<file path="src/rtl/io_board_ctrl.sv">
// Board I/O stage: scans a latched 32-bit word onto an 8-digit active-low
// seven-segment display and debounces the slide switches for the CPU.
module io_board_ctrl #(
  parameter int SCAN_DIV   = 100000,
  parameter int DEB_CYCLES = 200000
) (
  input  logic        clk,
  input  logic        rst,
  input  logic [31:0] data_to_io,
  input  logic        disp_en,
  input  logic        blank_lz,
  input  logic [15:0] sw_raw,
  output logic [15:0] rdata_from_io,
  output logic [7:0]  seg_n,
  output logic [7:0]  an_n
);

  localparam int SCAN_W = (SCAN_DIV > 1) ? $clog2(SCAN_DIV) : 1;
  localparam int DEB_W  = (DEB_CYCLES > 1) ? $clog2(DEB_CYCLES) : 1;
  localparam logic [SCAN_W-1:0] SCAN_LAST = SCAN_W'(SCAN_DIV - 1);
  localparam logic [DEB_W-1:0]  DEB_LAST  = DEB_W'(DEB_CYCLES - 1);

  // Display path state
  logic [31:0]       disp_q, disp_d;
  logic [SCAN_W-1:0] pres_q, pres_d;
  logic [2:0]        idx_q, idx_d;
  logic [7:0]        seg_q, seg_d;
  logic [7:0]        an_q, an_d;

  // Switch path state
  logic [15:0]       sw_s1_q, sw_s1_d;
  logic [15:0]       sw_s2_q, sw_s2_d;
  logic [15:0]       cand_q, cand_d;
  logic [DEB_W-1:0]  cnt_q, cnt_d;
  logic [15:0]       rdata_q, rdata_d;

  logic [7:0]        nib_nz;
  logic [2:0]        hi_idx;
  logic [3:0]        cur_nib;
  logic [7:0]        cur_seg;
  logic              blank_digit;

  genvar gi;
  generate
    for (gi = 0; gi < 8; gi++) begin : g_nib_nz
      assign nib_nz[gi] = |disp_q[4*gi +: 4];
    end
  endgenerate

  // Highest nonzero nibble; stays 0 for an all-zero word so digit 0 always shows.
  always_comb begin
    hi_idx = 3'd0;
    for (int i = 1; i < 8; i++) begin
      if (nib_nz[i]) hi_idx = 3'(i);
    end
  end

  assign cur_nib     = disp_q[{idx_q, 2'b00} +: 4];
  assign blank_digit = blank_lz && (idx_q > hi_idx);

  always_comb begin
    cur_seg = 8'hFF;
    case (cur_nib)
      4'h0: cur_seg = 8'hC0;
      4'h1: cur_seg = 8'hF9;
      4'h2: cur_seg = 8'hA4;
      4'h3: cur_seg = 8'hB0;
      4'h4: cur_seg = 8'h99;
      4'h5: cur_seg = 8'h92;
      4'h6: cur_seg = 8'h82;
      4'h7: cur_seg = 8'hF8;
      4'h8: cur_seg = 8'h80;
      4'h9: cur_seg = 8'h90;
      4'hA: cur_seg = 8'h88;
      4'hB: cur_seg = 8'h83;
      4'hC: cur_seg = 8'hC6;
      4'hD: cur_seg = 8'hA1;
      4'hE: cur_seg = 8'h86;
      4'hF: cur_seg = 8'h8E;
      default: cur_seg = 8'hFF;
    endcase
  end

  always_comb begin
    disp_d = disp_q;
    pres_d = pres_q;
    idx_d  = idx_q;
    seg_d  = 8'hFF;
    an_d   = 8'hFF;

    if (disp_en) disp_d = data_to_io;

    if (pres_q == SCAN_LAST) begin
      pres_d = '0;
      idx_d  = idx_q + 3'd1;
    end else begin
      pres_d = pres_q + SCAN_W'(1);
    end

    // Outputs reflect the pre-edge idx/disp, giving a one-cycle lag.
    if (!blank_digit) begin
      an_d  = ~(8'b1 << idx_q);
      seg_d = cur_seg;
    end
  end

  always_comb begin
    sw_s1_d = sw_raw;
    sw_s2_d = sw_s1_q;
    cand_d  = cand_q;
    cnt_d   = cnt_q;
    rdata_d = rdata_q;

    // Any difference restarts the window; a full window saturates and publishes.
    if (sw_s2_q != cand_q) begin
      cand_d = sw_s2_q;
      cnt_d  = '0;
    end else if (cnt_q == DEB_LAST) begin
      rdata_d = cand_q;
    end else begin
      cnt_d = cnt_q + DEB_W'(1);
    end
  end

  always_ff @(posedge clk) begin
    if (rst) begin
      disp_q  <= '0;
      pres_q  <= '0;
      idx_q   <= '0;
      seg_q   <= 8'hFF;
      an_q    <= 8'hFF;
      sw_s1_q <= '0;
      sw_s2_q <= '0;
      cand_q  <= '0;
      cnt_q   <= '0;
      rdata_q <= '0;
    end else begin
      disp_q  <= disp_d;
      pres_q  <= pres_d;
      idx_q   <= idx_d;
      seg_q   <= seg_d;
      an_q    <= an_d;
      sw_s1_q <= sw_s1_d;
      sw_s2_q <= sw_s2_d;
      cand_q  <= cand_d;
      cnt_q   <= cnt_d;
      rdata_q <= rdata_d;
    end
  end

  assign rdata_from_io = rdata_q;
  assign seg_n         = seg_q;
  assign an_n          = an_q;

endmodule
</file>
<file path="config.mk">
export PLATFORM = sky130hd
export DESIGN_NAME = io_board_ctrl
export DESIGN_NICKNAME = d
export VERILOG_FILES = /design/src/rtl/io_board_ctrl.sv
export SDC_FILE = /design/constraint.sdc
export NUM_CORES = 1
export LEC_CHECK = 0
export CORE_UTILIZATION = 34
export CTS_CLUSTER_DIAMETER = 60
export DETAILED_ROUTE_END_ITERATION = 10
export PLACE_DENSITY = 0.6
export SETUP_SLACK_MARGIN = 0.2
export SYNTH_ARGS = -nofsm -noshare
export SYNTH_HDL_FRONTEND = slang
export SYNTH_SLANG_ARGS = --single-unit
</file>
<file path="constraint.sdc">
create_clock -name clk -period 4.8 [get_ports clk]
set_input_delay 0.48 -clock clk [delete_from_list [all_inputs] [get_ports clk]]
set_output_delay 0.48 -clock clk [all_outputs]
set_load 0.1 [all_outputs]
</file>
# Word level (Yosys, flattened, before mapping)
# Memory sizes are Yosys's and may differ from the RTL's. A register that Yosys moved wholly into a read port is not among the register bits.
# Index checks and enable logic that the tools add are counted.
totals:
  register_bits: 150
  rom_bits: 112
  output_inout_bits: 32
  elab_cells: 41
  n_memories: 1
mem_list:
  columns: ["name", "depth", "word_bits", "rd", "rd_clocked_by_memory_dff", "wr", "line", "text"]
  rows:
  - ["(name not given)", 16, 7, 1, 1, 0, "63", "case (cur_nib)"]
op_classes:
  addsub: 3
  n_lt_le_gt_ge: 1
  n_eq_ne: 3
  shifts: 2
  n_mux: 7
  bitwise_logic: 2
  reduce_logical: 12
op_table:
  columns: ["cell", "n"]
  rows:
  - ["$shiftx 32x6->4", 1]
  - ["$reduce_or 4->1", 7]
  - ["$add 18x1->18 const B", 1]
  - ["$eq 18x18->1 const B", 1]
  - ["$mux 3", 6]
  - ["$add 17x1->17 const B", 1]
  - ["$eq 17x17->1 const B", 1]
  - ["$ne 16x16->1", 1]
  - ["$not 8->8", 1]
  - ["$shl 1x3->8 const A", 1]
  - ["$reduce_or 2->1", 3]
  - ["$add 3x1->3 const B", 1]
  - ["$gt 3x3->1", 1]
  - ["$reduce_and 2->1", 1]
  - ["$logic_and 1x1->1", 1]
  - ["$mux 1", 1]
  - ["$not 1->1", 1]

# Logic depth before layout (Yosys ltp)
# Gate-level depths: netlist of the first run.
depth:
  word_depth: 11
  ltp_mapped: 11
  ltp_nobuf: 11

# Worst setup path after synthesis of the first run
# OpenSTA, ideal clock, no wires.
synth_path:
  kind: "register -> register"
  start: "register disp_q[20]"
  end: "register seg_q[2], in the netlist seg_n[2]"
  setup_ps: 154
  arrival_time_ps: 2263
  path_slack_ps: 2383
  path_stages_with_launch: 11
  n_path_buf: 0
  path_cell_list: "dfxtp_1 or4_1 nand2b_1 a21oi_1 nor2_1 ha_1 nor2b_1 nor3_1 nor2_1 nor2_1 o221ai_1"
synth_between:
  elab_chain_cells: 7
  elab_cells_between_ends: 8
  classes_between: "order compare (1); shift (1); mux (3); reduce/logical (3)"
synth_lines:
  columns: ["element", "line", "text"]
  rows:
  - ["start, declared", "24", "logic [31:0] disp_q, disp_d;"]
  - ["start signal, assigned", "138", "disp_q <= disp_d;"]
  - ["$reduce_or 4->1", "46", "assign nib_nz[gi] = |disp_q[4*gi +: 4];"]
  - ["$mux 3 (3 in series)", "54", "if (nib_nz[i]) hi_idx = 3'(i);"]
  - ["$gt 3x3->1", "59", "assign blank_digit = blank_lz && (idx_q > hi_idx);"]
  - ["$logic_and 1x1->1", "59", null]
  - ["$reduce_or 2->1 (no line)", null, null]
  - ["end, declared", "27", "logic [7:0] seg_q, seg_d;"]
# Several ways; a longest one is shown, not always the timed one.
# A chain may end at the register's enable or synchronous reset.

# Worst setup path in the final report of the first run
layout_path:
  start: "register disp_q[20]"
  end: "register seg_q[5], in the netlist seg_n[5]"
# The elaborated chain is that of the path after synthesis.

==> results_dict.tcl, run 1 <==
set metrics [dict create \
    power_switching_share_pct 25.7 \
    rsz0062_at_grt "no" \
    post-dp-hpwl_um 9000 \
    place_worst_setup_slack_ns 1.98 \
    internal_power_w 0.00212 \
    ys_types 57 \
    ys_ff_latch 149 \
    r2r_setup_slack_ns 1.98 \
    maxSlewViolCount 0 \
    worstMarginPinSlew_ns 1.19 \
    numCtsBuffers 17 \
    critPathKind "flip-flop to flip-flop" \
    cts_setup_buffers 0 \
    htree_levels 4 \
    cp_slowest_cell "or4_1" \
    fmax_ghz 0.355 \
    grt_pass1_wl_um 20800 \
    period_needed_ns 2.82 \
    grtUsageTotal_pct 14.7 \
    first_pass_iters 5 \
    finalNetCount 745 \
    synthesis.area_sq_mm 0.00599 \
    die_width_um 135 \
    hp-class "flip-flop to flip-flop" \
    netlist_instances 599 \
    cp_max_fo 10 \
    grt_pass1_vias 4249 \
    dr.first_iter.drc_count 231 \
    insertion_delay_ns 0.42 \
    fin_skew_ns 0.0138 \
    hold_violations 0 \
    grt-ovfl-total 0 \
    start_util_pct 34.7 \
    fp-row-count 48 \
    final_cell_count_no_fill 914 \
    cp-start-kind "flip-flop" \
    cts.sinks 149 \
    drc 0 \
    synth_top_flop_cell "dfxtp_1" \
    setup_ws_ns 1.98 \
    maxCapViolCount 0 \
    synth_edf_count 0 \
    arrival_ns 3.07 \
    drt_wl_total_um 12400 \
    cpMostUsedCell "nor2_1" \
    antenna_found_initial 0 \
    syn_avg_cell_area_sq_um 9.99 \
    peakVddDrop_uv 238 \
    ys_seq_area_share_pct 49.8 \
    p_seq_share_pct 45.9 \
    cts_root_buffer "clkbuf_16" \
    finalSetupTns_ns 0 \
    ys_warn_count 0 \
    slew-limit-headroom_pct 19.9 \
    syn_nets 668 \
    syn2layout_area_growth_pct 26.2 \
    required_ns 5.05 \
    r2r_start "disp_q[20]$_SDFFE_PP0P_" \
    routedWlPerCell_um 13.6 \
    drive_above_1_share_pct 7.55 \
    cts_resized 0 \
    path_clk_slew_ns 0.07 \
    async_reset_ff_share_pct 0 \
    p_sw_w 0.000730 \
    power.leakage_nw 2.94 \
    status "finished, final reports clean" \
    p_comb_share_pct 8.2 \
    core-area_sq_mm 0.0172 \
    crit_start "disp_q[20]$_SDFFE_PP0P_" \
    r2r-end "seg_n[5]$_SDFF_PP1_" \
    dp_cells 882 \
    clkPwrFrac_pct 45.9 \
    cp-end-kind "flip-flop" \
    tritoncts "yes" \
    max_stage_delay_ns 0.53 \
    port_buffers 82 \
    path_cells "or4_1, nand2b_1, a21oi_1, nor2_1, ha_1, nor2b_1, nor3_1, nor2_1, nor2_1, o221ai_1" \
    diodes 0 \
    hold_buffers 0 \
    setup_viol 0 \
    ios 84 \
    grt_max_degree 84 \
    die_area_sq_mm 0.0181 \
    fin_crit_sh_pct 58.7 \
    powerDensity_mw_per_mm2 377 \
    reg2regPathDepth 10 \
    place_congestion 0.849 \
    crit_end "seg_n[5]$_SDFF_PP1_" \
    ant_nets 0 \
    vias 4271 \
    chipHeight_um 135 \
    via_per_inst 4.67 \
    clk_path_buf_depth 2 \
]
[kinds of logic after synthesis]
group / share of synthesized area [%]
DFF: 49.8
and+or+nand+nor: 21.8
xor gates and xnor gates: 6.73
muxes: 12.1
adders and majority gates: 3.55
AOI/OAI and AO/OA: 3.28
buffers and inverters: 2.63
other: 0.0626
[final cells by class]
type,count,area (sq um)
fill,1622,9680
sequential,149,2980
multi-input combinational,415,2850
timing repair buffer,83,818
clock buffer,17,425
tap,225,282
clock inverter,15,163
inverter,10,37.5
[per-stage QoR]
stage               power, W  hold WS [ns]  area, sq um  util, %
finish               0.00285         0.433         7550     43.8
global placement     0.00156         0.428         6970     40.4
floorplan            0.00148         0.414         5990        -
detailed placement   0.00157         0.424         6970     40.4
global route         0.00296         0.451         7550     43.8
CTS                  0.00288         0.434         7550     43.8
[worst min-delay path by stage]
stage / start / endpoint / slack, ns / cells past startpoint
floorplan: sw_s1_q[0]$_SDFF_PP0_ / sw_s2_q[0]$_SDFF_PP0_ / 0.41 / 1
global placement: sw_s1_q[15]$_SDFF_PP0_ / sw_s2_q[15]$_SDFF_PP0_ / 0.43 / 1
detailed placement: sw_s1_q[2]$_SDFF_PP0_ / sw_s2_q[2]$_SDFF_PP0_ / 0.42 / 1
CTS: sw_s1_q[2]$_SDFF_PP0_ / sw_s2_q[2]$_SDFF_PP0_ / 0.43 / 1
global route: sw_s1_q[11]$_SDFF_PP0_ / sw_s2_q[11]$_SDFF_PP0_ / 0.45 / 1
finish: sw_s1_q[2]$_SDFF_PP0_ / sw_s2_q[2]$_SDFF_PP0_ / 0.43 / 1
[state kept, by name (all words and copies together) (netlist names)]
| name | flops |
|---|---|
| cand_q | 16 |
| seg_n | 7 |
| rdata_from_io | 16 |
| sw_s1_q | 16 |
| cnt_q | 18 |
| sw_s2_q | 16 |
| idx_q | 3 |
| an_n | 8 |
| pres_q | 17 |
| disp_q | 32 |
[cell usage in the layout, fill, tap and decap left out, types with 2 or more instances in the layout]
cell type,n
nor4_1,11
xor2_1,35
mux2_2,2
inv_1,9
a21oi_1,6
clkbuf_16,17
o21ai_1,2
and4_1,5
clkdlybuf4s50_1,80
nand2b_1,3
mux4_2,6
nor3_1,7
nand2_2,2
nor3b_1,3
nor2_1,79
buf_2,2
and2_1,2
or3_1,2
xnor2_1,11
nand2_1,56
a31oi_1,2
clkinv_4,4
o21ai_0,5
inv_6,4
dfxtp_1,149
inv_8,3
ha_1,17
nand4_1,7
nand3_1,18
mux2i_1,54
nor2b_1,50
o221ai_1,3
and3_1,3
[cell usage after synthesis (2+ instances only)]
cell type	number	area share, %
buf_1	5	0.31
nor3b_1	3	0.38
mux2_2	2	0.38
clkbuf_1	11	0.69
nand4_1	7	0.73
nand3_1	18	1.5
dfxtp_1	149	50
nand2_2	2	0.21
or3_1	2	0.21
nor4_1	11	1.1
o21ai_1	2	0.17
o221ai_1	3	0.44
inv_1	9	0.56
xor2_1	35	5.1
mux2i_1	54	9.0
xnor2_1	11	1.6
a21oi_1	6	0.50
nor2_1	79	5.0
o21ai_0	5	0.42
buf_6	2	0.38
and2_1	2	0.21
and3_1	3	0.31
ha_1	17	3.6
mux4_2	6	2.3
a31oi_1	2	0.21
nor2b_1	50	5.2
and4_1	5	0.73
nand2b_1	3	0.31
buf_2	6	0.50
nand2_1	56	3.5
nor3_1	7	0.59
[routing by layer]
metal  vias to the layer above  part of all wire [%]  GRT usage [%]
li1                       2180                     -              -
met1                      2013                    49           18.4
met2                        69                    47           24.4
met3                         9                   3.5           4.05
met4                         0                  0.98           4.87
met5                         -                     0              0
[worst max-delay path, delay by kind of cell, from the launching register on]
| family | cells | cell delay (ns) |
|---|---|---|
| and+or+nand+nor | 7 | 1.64 |
| DFF | 1 | 0.32 |
| adders and majority gates | 1 | 0.28 |
| AOI/OAI and AO/OA | 2 | 0.40 |
[power by group through the flow]
| stage | clock network (W) | registers [W] | logic, W |
|---|---|---|---|
| 6_report | 0.00131 | 0.00131 | 0.000233 |
| 5_1_grt | 0.00140 | 0.00131 | 0.000254 |
| 4_1_cts | 0.00134 | 0.00131 | 0.000236 |
| 3_5_place_dp | 0 | 0.00133 | 0.000235 |
| 3_3_place_gp | 0 | 0.00133 | 0.000231 |
| 2_1_floorplan | 0 | 0.00137 | 0.000114 |
Note: power is estimated with default switching activity, not from simulation.
==> run 2: changes to the inputs <==
Clock period 4.8 ns to 2.9 ns, I/O delays scaled along.
==> run 2 against run 1 <==
Compared with the run above: critical path depth unchanged; combinational power is 66% higher; utilization fell by 0.26 points; count of clock-buffer cells in the layout is 3 higher; final cell count is 0.66% higher; clock skew down 0.0066 ns; sequential power increased by 65%; sequential cell count stayed put; register-to-register slack worse by 1.5 ns; final area fell by 0.60%; worst hold slack got worse by 0.22 ns; critical path type unchanged; largest cell class unchanged; highest routed layer unchanged.
==> results_dict.tcl, run 2 (same netlist as run 1, synthesis figures left out) <==
set metrics [dict create \
    status "finished, final reports clean" \
    syn2layout_area_growth_pct 25.4 \
    grt_pass1_wl_um 20000 \
    ant_nets 0 \
    routedWlPerCell_um 13.5 \
    cts_root_buffer "clkbuf_16" \
    via_per_inst 4.61 \
    die_area_sq_mm 0.0181 \
    grt_max_degree 84 \
    cp-start-kind "flip-flop" \
    fin_skew_ns 0.00713 \
    critPathKind "flip-flop to flip-flop" \
    antenna_found_initial 0 \
    hold_slack_ns 0.212 \
    die_width_um 135 \
    worstMarginPinSlew_ns 0.922 \
    ios 84 \
    finalCoreUtilization_pct 43.6 \
    regMostFlops "disp_q" \
    arrival_ns 2.75 \
    htree_levels 4 \
    cts_setup_buffers 0 \
    diodes 0 \
    core-area_sq_mm 0.0172 \
    first_pass_iters 4 \
    fillers 1621 \
    finalNetCount 751 \
    slew-limit-headroom_pct 38.5 \
    grtUsageTotal_pct 14.1 \
    fin_crit_sh_pct 84.8 \
    period_needed_ns 2.46 \
    peakVddDrop_uv 406 \
    path_cells "or4_1, nand2b_1, a21oi_1, nor2_1, ha_1, nor2b_1, nor3_1, o21ai_1, a2111oi_2, a31oi_1" \
    required_ns 3.19 \
    insertion_delay_ns 0.42 \
    drc 0 \
    crit_family "simple AND/OR/NAND/NOR gates" \
    dr.first_iter.drc_count 210 \
    chipHeight_um 135 \
    hp-class "input port to flip-flop" \
    hold_violations 0 \
    power_switching_share_pct 24.3 \
    port_buffers 82 \
    path_clk_slew_ns 0.06 \
    cp.buffers_inverters 0 \
    post-dp-hpwl_um 9110 \
    wl_met3_um 526 \
    internal_power_w 0.00352 \
    p_comb_share_pct 8.3 \
    clkPwrFrac_pct 45.3 \
    p_total_w 0.00465 \
    finalSetupTns_ns 0 \
    setup_viol 0 \
    p_sw_w 0.00113 \
    layout_commonest_cell "dfxtp_1" \
    routed.top_layer "met4" \
    wl_met1_um 5970 \
    cp-end-kind "flip-flop" \
    vias 4242 \
    final_cell_mix "dfxtp_1, nor2_1, nand2_1" \
    largest_register_ffs 32 \
    reg_top3 "disp_q (32), cnt_q (18), pres_q (17)" \
    start_util_pct 34.7 \
    drt_wl_total_um 12400 \
    power.leakage_nw 3.00 \
    grt-ovfl-total 0 \
    fmax_ghz 0.406 \
    clk_path_buf_depth 2 \
    multiInputGateArea_sq_mm 0.00285 \
    maxCapViolCount 0 \
    met2_length_um 5770 \
    p_seq_share_pct 46.4 \
    seqCellArea_sq_mm 0.00298 \
    place_congestion 0.789 \
    tritoncts "yes" \
    fp-row-count 48 \
    place_area_sq_mm 0.00693 \
    drive_above_1_share_pct 12.7 \
    rsz0062_at_grt "no" \
    r2r_setup_slack_ns 0.44 \
    maxSlewViolCount 0 \
    cp_max_fo 4 \
    powerDensity_mw_per_mm2 620 \
    final_area_sq_mm 0.00751 \
    cp_slowest_cell "or4_1" \
    numCtsBuffers 17 \
    max_stage_delay_ns 0.54 \
    cts.sinks 149 \
    grt_pass1_vias 4098 \
]
[run 2: cell types whose count changed in the layout (fill, tap and decap cells not counted), moves of 2 or more]
cell             change
clkinvlp_4           +2
buf_4               +37
inv_8                -3
clkdlybuf4s50_1     -31
clkbuf_8             +2
[run 2: what timing repair did]
item / 4_1_cts / 5_1_grt
hold buffers: 0 / 0
setup endpoints to repair: 0 / 1
gates resized for setup: 0 / 1
hold endpoints to repair: 0 / 0
[run 2: path summary, 6_finish.rpt]
| check | from | endpoint | depth (start not counted) |
|---|---|---|---|
| max | disp_q[20]$_SDFFE_PP0P_ | seg_n[3]$_SDFF_PP1_ | 10 |
| min | rst | idx_q[2]$_SDFFE_PP0P_ | 3 |
| min reg2reg | sw_s1_q[14]$_SDFF_PP0_ | sw_s2_q[14]$_SDFF_PP0_ | 1 |
| max reg2reg | disp_q[20]$_SDFFE_PP0P_ | seg_n[3]$_SDFF_PP1_ | 10 |
[run 2: metal layers]
layer	vias to the layer above	track usage, %
met5	-	0
met4	0	5.24
met3	9	3.53
met2	90	23.0
met1	1961	17.9
li1	2182	-
[run 2: worst register-to-register path, cell delays in order (launching register included)]
cell and delay [ns]:
dfxtp_1 0.32, or4_1 0.54, nand2b_1 0.18, a21oi_1 0.13, nor2_1 0.06, ha_1 0.28, nor2b_1 0.13, nor3_1 0.20
o21ai_1 0.19, a2111oi_2 0.24, a31oi_1 0.07
[run 2: stage by stage]
stage / std cells / setup slack, ns
after floorplan: 599 / 0.483
after global placement: 888 / 0.433
after detailed placement: 888 / 0.388
after CTS: 920 / 0.367
after global routing: 920 / 0.292
final: 920 / 0.440
[run 2: power by group through the flow]
stage / logic (W) / clock network, W / registers (W)
6_report: 0.000386 / 0.00211 / 0.00216
5_1_grt: 0.000417 / 0.00224 / 0.00217
4_1_cts: 0.000390 / 0.00215 / 0.00216
3_5_place_dp: 0.000389 / 0 / 0.00221
3_3_place_gp: 0.000383 / 0 / 0.00220
2_1_floorplan: 0.000189 / 0 / 0.00226
[run 2: final cells by class]
| cell class | count | share of cell area (%) |
|---|---|---|
| Clock inverter | 12 | 1.58 |
| Inverter | 10 | 0.500 |
| Timing Repair Buffer | 89 | 10.5 |
| Multi-Input combinational cell | 415 | 37.9 |
| Tap cell | 225 | 3.75 |
| Clock buffer | 20 | 6.08 |
| Sequential cell | 149 | 39.7 |
==> run 3: changes to the inputs <==
Clock period 2.9 ns to 2.3 ns, I/O delays scaled along.
==> run 3 against run 2 <==
Compared with the run above: the run now ends with negative setup slack left; non-clock buffer count up 44; first-iteration DRC count down 31%; combinational power up 50%; routed wire length up 3.2%; maximum frequency up 4.5%; sequential cell count unchanged.
==> results_dict.tcl, run 3 (same netlist as run 1, synthesis figures left out) <==
set metrics [dict create \
    final_cell_count_no_fill 964 \
    cp_num_cells 10 \
    ios 84 \
    grt-ovfl-total 0 \
    place_congestion 0.795 \
    fp-row-count 48 \
    slew-limit-headroom_pct 61.4 \
    die_area_sq_mm 0.0181 \
    post-dp-hpwl_um 9380 \
    cp_slowest_cell "or4_4" \
    finalNetCount 795 \
    largest_register_ffs 32 \
    cp-end-kind "flip-flop" \
    p_total_w 0.00606 \
    hold_buffers 0 \
    violations "negative setup slack" \
    period_needed_ns 2.35 \
    reg2regPathDepth 10 \
    grt_pass1_vias 4359 \
    maxCapViolCount 0 \
    crit_start "disp_q[20]$_SDFFE_PP0P_" \
    first_pass_iters 4 \
    clk_path_buf_depth 2 \
    required_ns 2.59 \
    regMostFlops "disp_q" \
    r2r_start "disp_q[20]$_SDFFE_PP0P_" \
    peakVddDrop_uv 496 \
    finalCoreUtilization_pct 46.2 \
    rsz0062_at_grt "yes" \
    path_clk_slew_ns 0.06 \
    grt_pass1_wl_um 21000 \
    cp_max_fo 6 \
    max_stage_delay_ns 0.53 \
    antenna_found_initial 0 \
    routedWlPerCell_um 13.2 \
    cp.buffers_inverters 2 \
    port_buffers 82 \
    place_worst_setup_slack_ns -0.157 \
    fin_skew_ns 0.00507 \
    cts.sinks 149 \
    die_width_um 135 \
    setup_viol 10 \
    holdPathEnd "idx_q[2]$_SDFFE_PP0P_" \
    fin_crit_sh_pct 102 \
    diodes 0 \
    hold_violations 0 \
    powerDensity_mw_per_mm2 761 \
    grt_max_degree 47 \
    htree_levels 4 \
    dr.first_iter.drc_count 145 \
    min_from "rst" \
    chipHeight_um 135 \
    final_cell_mix "dfxtp_1, buf_4, nor2_1" \
    maxSlewViolCount 0 \
    cp-start-kind "flip-flop" \
    layout_commonest_cell "dfxtp_1" \
    path_cells "or4_4, nand2b_4, buf_4, nor2_1, ha_1, o211ai_1, nor2_2, nor2_4, buf_6, nand3_2" \
    r2r-end "an_n[5]$_SDFF_PP1_" \
    drive_above_1_share_pct 19.9 \
    worstMarginPinSlew_ns 0.573 \
    hp-class "input port to flip-flop" \
    core-area_sq_mm 0.0172 \
    setup_ws_ns -0.0547 \
    vias 4411 \
    crit_family "simple AND/OR/NAND/NOR gates" \
    arrival_ns 2.65 \
    drt_wl_total_um 12800 \
    status "complete, but fails checks" \
    reg_top3 "disp_q (32), cnt_q (18), pres_q (17)" \
    fmax_ghz 0.425 \
    tritoncts "yes" \
    numCtsBuffers 17 \
    power.leakage_nw 3.26 \
    grtUsageTotal_pct 15.0 \
    syn2layout_area_growth_pct 33.0 \
    dp_cells 922 \
    critPathKind "flip-flop to flip-flop" \
    drc 0 \
    via_per_inst 4.58 \
    worstHoldPathCells 3 \
    insertion_delay_ns 0.42 \
    cts_root_buffer "clkbuf_16" \
    ant_nets 0 \
    start_util_pct 34.7 \
    r2r_setup_slack_ns -0.05 \
]
run 3: where the power goes:
group	internal (W)	leakage (nW)	switching, W
Clock	0.00158	0.287	0.00119
Combinational	0.000272	1.75	0.000306
Sequential	0.00267	1.22	0.0000475
Total	0.00452	3.26	0.00155
run 3: stage by stage:
step | hold WS [ns] | area [sq um] | TNS (ns)
2_1_floorplan | 0.358 | 6010 | 0
3_3_place_gp | 0.418 | 7210 | -1.07
5_1_grt | 0.147 | 7970 | -1.36
4_1_cts | 0.135 | 7840 | -0.270
6_report | 0.153 | 7970 | -0.240
3_5_place_dp | 0.427 | 7210 | -1.44
run 3: per-layer routing:
metal | routed length (um) | GRT usage (%) | vias to the layer above
met5 | 0 | 0 | -
met4 | 259 | 6.55 | 0
met3 | 434 | 3.87 | 18
met2 | 6450 | 26.1 | 58
met1 | 5630 | 17.2 | 2063
li1 | - | - | 2272
run 3: worst max-delay path by stage:
stage          slack, ns                   to
2_1_floorplan       0.03  seg_n[3]$_SDFF_PP1_
3_3_place_gp       -0.13   an_n[5]$_SDFF_PP1_
3_5_place_dp       -0.16   an_n[5]$_SDFF_PP1_
4_1_cts            -0.06  seg_n[3]$_SDFF_PP1_
5_1_grt            -0.15   an_n[5]$_SDFF_PP1_
6_report           -0.05   an_n[5]$_SDFF_PP1_
run 3: timing repair:
| item | 4_1_cts | 5_1_grt |
|---|---|---|
| gates cloned | 0 | 0 |
| gates resized for setup | 6 | 13 |
| setup buffers | 1 | 9 |
| endpoints found under the setup margin | 15 | 33 |
| endpoints found under the hold margin | 0 | 0 |
| pin swaps | 3 | 6 |
run 3: layout make-up:
class	count	area, sq um
Clock buffer	18	439
Multi-Input combinational cell	415	2930
Fill cell	1622	9270
Tap cell	225	282
Sequential cell	149	2980
Inverter	10	37.5
Clock inverter	14	158
Timing Repair Buffer	133	1140
run 3: worst reg2reg max path, cell delays in order (launching register included):
cell,delay [ns]
dfxtp_2,0.32
or4_4,0.53
nand2b_4,0.16
buf_4,0.13
nor2_1,0.08
ha_1,0.24
o211ai_1,0.28
nor2_2,0.08
nor2_4,0.20
buf_6,0.14
nand3_2,0.06
